File: src/rtl/bpb_pkg.sv
// bpb_pkg: shared types and sizes for the predictor update scheduler.
// Macro BPB_T sets the branch tag width; it defaults to 32 when not defined.
`ifndef BPB_T
`define BPB_T 32
`endif

package bpb_pkg;

  localparam int BPB_TAG_W     = `BPB_T;
  localparam int BPB_UPD_DEPTH = 4;

  typedef struct packed {
    logic [BPB_TAG_W-1:0] pc;
    logic                 taken;
    logic [31:0]          addr;
    logic                 mistake;
  } bpb_upd_t;

endpackage

File: src/rtl/bpb_upd_fifo.sv
// bpb_upd_fifo: dual-write, single-read circular buffer of updates.
// Write port 1 lands after port 0 when both fire; DEPTH is a power of two.
module bpb_upd_fifo
  import bpb_pkg::*;
#(
  parameter int DEPTH = BPB_UPD_DEPTH
) (
  input  logic                   clk,
  input  logic                   reset,
  input  logic [1:0]             wr_en,
  input  bpb_upd_t               wr_data [2],
  input  logic                   rd_en,
  output bpb_upd_t               rd_data,
  output logic [$clog2(DEPTH):0] count
);

  localparam int PW = $clog2(DEPTH);

  bpb_upd_t      mem_q [DEPTH];
  bpb_upd_t      mem_d [DEPTH];
  logic [PW-1:0] head_q, head_d;
  logic [PW-1:0] tail_q, tail_d;
  logic [PW:0]   cnt_q, cnt_d;
  logic [PW-1:0] wr1_ptr;

  // Next-state: two in-order writes, one read, pointers wrap naturally.
  always_comb begin
    mem_d   = mem_q;
    head_d  = head_q;
    tail_d  = tail_q;
    cnt_d   = cnt_q;
    wr1_ptr = tail_q + PW'(wr_en[0]);
    if (wr_en[0]) mem_d[tail_q] = wr_data[0];
    if (wr_en[1]) mem_d[wr1_ptr] = wr_data[1];
    tail_d = tail_q + PW'(wr_en[0]) + PW'(wr_en[1]);
    if (rd_en) head_d = head_q + PW'(1);
    cnt_d = cnt_q
          + (PW+1)'(wr_en[0])
          + (PW+1)'(wr_en[1])
          - (PW+1)'(rd_en);
  end

  // Control state; reset drops every queued entry.
  always_ff @(posedge clk) begin
    if (reset) begin
      head_q <= '0;
      tail_q <= '0;
      cnt_q  <= '0;
    end else begin
      head_q <= head_d;
      tail_q <= tail_d;
      cnt_q  <= cnt_d;
    end
  end

  // Entry storage needs no reset; count gates what is visible.
  always_ff @(posedge clk) begin
    mem_q <= mem_d;
  end

  assign rd_data = mem_q[head_q];
  assign count   = cnt_q;

endmodule

File: src/rtl/bpb_update_sched.sv
// bpb_update_sched: funnels two resolve lanes into the single predictor update port.
// Define BPB_UPD_BYPASS_EN to let a lone lane-0 update skip the queue when idle.
module bpb_update_sched
  import bpb_pkg::*;
#(
  parameter int TAG_WIDTH = BPB_TAG_W,
  parameter int DEPTH     = BPB_UPD_DEPTH
) (
  input  logic                   clk,
  input  logic                   reset,
  input  logic                   stall,
  output logic                   in_ready,
  input  logic                   r0_valid,
  input  logic                   r1_valid,
  input  logic [TAG_WIDTH-1:0]   r0_pc,
  input  logic [TAG_WIDTH-1:0]   r1_pc,
  input  logic                   r0_taken,
  input  logic                   r1_taken,
  input  logic [31:0]            r0_addr,
  input  logic [31:0]            r1_addr,
  input  logic                   r0_mistake,
  input  logic                   r1_mistake,
  output logic                   upd_valid,
  output logic [TAG_WIDTH-1:0]   upd_pc,
  output logic                   upd_taken,
  output logic [31:0]            upd_addr,
  output logic                   upd_mistake,
  output logic [$clog2(DEPTH):0] occupancy
);

  localparam int CW = $clog2(DEPTH) + 1;

  logic [CW-1:0] cnt;
  logic          squash;
  logic          acc0;
  logic          acc1;
  logic          q_valid;
  logic          byp;
  logic [1:0]    wr_en;
  bpb_upd_t      wr_data [2];
  bpb_upd_t      lane0;
  bpb_upd_t      lane1;
  bpb_upd_t      head;
  bpb_upd_t      upd;

  assign in_ready = (cnt <= CW'(DEPTH - 2));

  // Accept, squash the younger lane behind a mispredict, pick the update source.
  always_comb begin
    lane0.pc      = BPB_TAG_W'(r0_pc);
    lane0.taken   = r0_taken;
    lane0.addr    = r0_addr;
    lane0.mistake = r0_mistake;
    lane1.pc      = BPB_TAG_W'(r1_pc);
    lane1.taken   = r1_taken;
    lane1.addr    = r1_addr;
    lane1.mistake = r1_mistake;
    squash  = r0_valid & r0_mistake;
    acc0    = r0_valid & in_ready;
    acc1    = r1_valid & in_ready & ~squash;
    q_valid = (cnt != '0) & ~stall;
`ifdef BPB_UPD_BYPASS_EN
    byp     = acc0 & (cnt == '0) & ~stall;
`else
    byp     = 1'b0;
`endif
    wr_en      = {acc1, acc0 & ~byp};
    wr_data[0] = lane0;
    wr_data[1] = lane1;
    upd_valid  = q_valid | byp;
    upd        = byp ? lane0 : head;
    if (!upd_valid) upd = '0;
  end

  bpb_upd_fifo #(
    .DEPTH (DEPTH)
  ) u_fifo (
    .clk     (clk),
    .reset   (reset),
    .wr_en   (wr_en),
    .wr_data (wr_data),
    .rd_en   (q_valid),
    .rd_data (head),
    .count   (cnt)
  );

  assign upd_pc      = TAG_WIDTH'(upd.pc);
  assign upd_taken   = upd.taken;
  assign upd_addr    = upd.addr;
  assign upd_mistake = upd.mistake;
  assign occupancy   = cnt;

endmodule

File: config.mk
export PLATFORM = sky130hd
export DESIGN_NAME = bpb_update_sched
export DESIGN_NICKNAME = d
export VERILOG_FILES = /design/src/rtl/bpb_pkg.sv /design/src/rtl/bpb_upd_fifo.sv /design/src/rtl/bpb_update_sched.sv
export SDC_FILE = /design/constraint.sdc
export NUM_CORES = 1
export LEC_CHECK = 0
export BUFFER_PORTS_ARGS = -buffer_cell sky130_fd_sc_hd__buf_2
export CELL_PAD_IN_SITES_DETAIL_PLACEMENT = 0
export CELL_PAD_IN_SITES_GLOBAL_PLACEMENT = 1
export CORE_ASPECT_RATIO = 2
export CORE_MARGIN = 5
export CORE_UTILIZATION = 44
export DETAILED_ROUTE_END_ITERATION = 16
export HOLD_SLACK_MARGIN = 0.02
export PLACE_DENSITY = 0.81
export SETUP_SLACK_MARGIN = 0.05
export SYNTH_ARGS = -nofsm -noshare
export SYNTH_HDL_FRONTEND = slang
export SYNTH_SLANG_ARGS = --single-unit
File: constraint.sdc
create_clock -name clk -period 3 [get_ports clk]
set_clock_uncertainty 0.05 [all_clocks]
set_input_delay 0.3 -clock clk [delete_from_list [all_inputs] [get_ports clk]]
set_output_delay 0.3 -clock clk [all_outputs]
set_load 0.02 [all_outputs]
==> metrics.cfg <==
[cells_and_area]
n_fill_cell = 2707
drive_gt1_frac = 0.228
syn_to_final_growth_pct = 22.0
fin_nets = 1726

[critical_path]
arrival_ps = 2470
cp-end-kind = output pin
startpoint = u_fifo.count[0]$_SDFF_PP0_
cp_num_buf_inv = 3
slowest_stage = nor3_1
path_delay_family = simple AND/OR/NAND/NOR gates
max_stage_delay_ps = 460
path_class = reg2out
cp_max_fo = 68
worstReg2RegStart = u_fifo.count[2]$_SDFF_PP0_
crit_required_ps = 2650
crit_path_cell_trace = buf_4 -> nor3_1 -> nor2_4 -> buf_4 -> and2_1 -> buf_2
cp_common_cell = buf_4
critPathLaunchType = register

[clock_network]
h-tree-depth = 1
clockBufferDepth = 3
numCtsBuffers = 26
cts_tree = done
clk_latency_ps = 540
clock_sinks = 271
clk_pin_slew_worst_paths_ps = 70
cts_root_buf = clkbuf_16

[yosys]
syn-instance-count = 1412
synthesis.area_sq_um = 13100
ys_warn_count = 0
netlist_top_cells_area = dfxtp_1 (41%), a32oi_1 (18%), mux4_2 (11%), a21oi_1 (10%), nor2_1 (7.7%)
synth_ff_type = dfxtp_1
synth_top_cell_by_area = dfxtp_1
synth_cell_types = 28
synth-seq-cells = 271
synth_most_common_cell = dfxtp_1
yosysSeqAreaShare = 0.413
synth-edff-count = 0
synth_top_area_frac = 0.413
synthTopCellsByCount = dfxtp_1 (271), nor2_1 (270), a21oi_1 (264), a32oi_1 (264), clkbuf_1 (90)
avgSynthCellArea_sq_um = 9.30
synthArstFlopShare = 0
syn-num-nets = 1555

[grt]
gr-usage-met3 = 0.0328
antenna_found_initial = 7
busiest_layer = met2
grt_pass1_vias = 12500
grt_max_degree = 222
use_met2 = 0.461
grt.total_usage = 0.254
gr-usage-met1 = 0.299
grt_first_pass_wirelength_mm = 69.8
grt_overflow = 0

[route]
dr.first_iter.drc_count = 987
drc = 0
drt-total-wl_mm = 44.9
drt_first_pass_iters = 6
vias_per_cell = 6.33
postRouteAntennaNets = 0
vias = 12500
routedWlPerCell_microns = 22.8

[sta]
max_slew.worst_pin.slew_ps = 1050
final-hold-violation-count = 0
slew_violations = 0
clock.fmax_mhz = 355
rsz0062_at_grt = no
fin_crit_sh = 0.939
slew_headroom = 0.303
period_minus_slack_ps = 2820
tns_ps = 0
setup_viol = 0
fin_hold_ws_ps = 36.4

[worst_hold_path]
hp-class = in2reg
min_from = r1_pc[1]

[pwr]
powerDensity_nw_per_um2 = 1170
p_leak_nw = 6.33
vdd_drop_max_v = 0.000637

[die]
num_io_pins = 208
core_sq_um = 29500
initial_core_util = 0.445
dieArea_sq_um = 33600
die_w_microns = 132
placementRows = 89
die_h_microns = 254

[placed_design]
port_buffers = 207
gp_congestion = 0.830
dp_hpwl_mm = 25.6

[run_status]
status = completed

[flow_run]
cap_violations = 0

-- path summary, 6_finish.rpt --
path | endpoint | slack, ps | cells after the start
worst max-delay path | upd_addr[7] | 180 | 6
worst min register to register | u_fifo.mem_q[17]$_DFF_P_ | 490 | 2
worst max register to register | u_fifo.mem_q[42]$_DFF_P_ | 220 | 10
worst min-delay path | u_fifo.mem_q[167]$_DFF_P_ | 40 | 3
-- registers in the layout, indices dropped and copies added, names as in the netlist --
register,flops
u_fifo.tail_q,2
u_fifo.head_q,2
u_fifo.count,3
u_fifo.mem_q,264
-- timing repair --
action,CTS,global route
hold endpoints to repair,241,0
endpoints found under the setup margin,0,47
buffers inserted,0,3
resized for setup,0,1
hold buffers,64,0
-- cell families after synthesis --
group / share of synthesized area
AO/OA/AOI/OAI: 0.286
AND/OR/NAND/NOR: 0.116
flip-flops: 0.413
buffers and inverters: 0.0614
multiplexers: 0.113
XOR/XNOR: 0.00400
adder cells (fa/ha/maj): 0.00686
-- through the flow --
| step | power, mW | setup slack, ps | cells | cell area, sq um | util |
|---|---|---|---|---|---|
| after floorplan | 12.6 | 51.1 | 1412 | 13100 | - |
| after global placement | 14.8 | 307 | 1852 | 14400 | 0.489 |
| after detailed placement | 15.1 | 207 | 1852 | 14400 | 0.489 |
| after CTS | 18.7 | 187 | 1963 | 16000 | 0.541 |
| after global routing | 19.9 | 102 | 1972 | 16000 | 0.543 |
| final | 18.7 | 182 | 1972 | 16000 | 0.543 |
-- layer usage --
| metal | vias to the layer above | wire length [microns] |
|---|---|---|
| met4 | 2 | 1770 |
| met5 | - | 9 |
| li1 | 5765 | - |
| met1 | 6059 | 16800 |
| met3 | 109 | 2730 |
| met2 | 548 | 23500 |
-- worst reg2reg max path: stages, from the launching register on --
cell and delay [ps]:
dfxtp_1 360, or3b_4 480, nand2_1 150, and2_1 190, ha_1 210, xor2_1 290
buf_4 190, o2111ai_4 140, buf_12 270, nor2_1 270, a21oi_1 60
-- power by group --
part / internal (mW) / switching, mW / leakage, nW
clock: 2.09 / 1.44 / 0.444
combinational: 3.91 / 4.49 / 3.59
sequential: 5.65 / 1.14 / 2.29
total: 11.7 / 7.08 / 6.33
-- final cells by class --
type | count | area [sq um] | share of cell area
diodes | 6 | 15.0 | 0.000937
clock buffers | 37 | 754 | 0.0471
clock inverters | 10 | 153 | 0.00953
inverters | 7 | 26.3 | 0.00164
multi-input cells | 968 | 7020 | 0.438
flip-flops and latches | 271 | 5430 | 0.339
well taps | 364 | 455 | 0.0284
repair buffers | 309 | 2160 | 0.135
-- cells in the final DEF (no fill, tap or decap), drive strengths merged --
| cell | netlist | final |
|---|---|---|
| inv | 7 | 7 |
| o211ai | 3 | 3 |
| clkinvlp | 0 | 1 |
| diode | 0 | 6 |
| dlygate4sd3 | 0 | 64 |
| a21boi | 4 | 4 |
| and2 | 68 | 68 |
| fa | 2 | 2 |
| or3b | 1 | 1 |
| clkbuf | 90 | 38 |
| nor2b | 5 | 5 |
| a32oi | 264 | 264 |
| xnor2 | 4 | 4 |
| a21oi | 265 | 265 |
| clkinv | 0 | 5 |
| mux4 | 66 | 66 |
| nor3b | 2 | 2 |
| nand2 | 2 | 2 |
| o2111ai | 5 | 5 |
| nor2 | 270 | 270 |
| buf | 76 | 244 |
| nor3 | 1 | 1 |
| xor2 | 2 | 2 |
| ha | 4 | 4 |
| bufinv | 0 | 4 |
| dfxtp | 271 | 271 |
No activity file was read; power rests on OpenSTA's default activity.
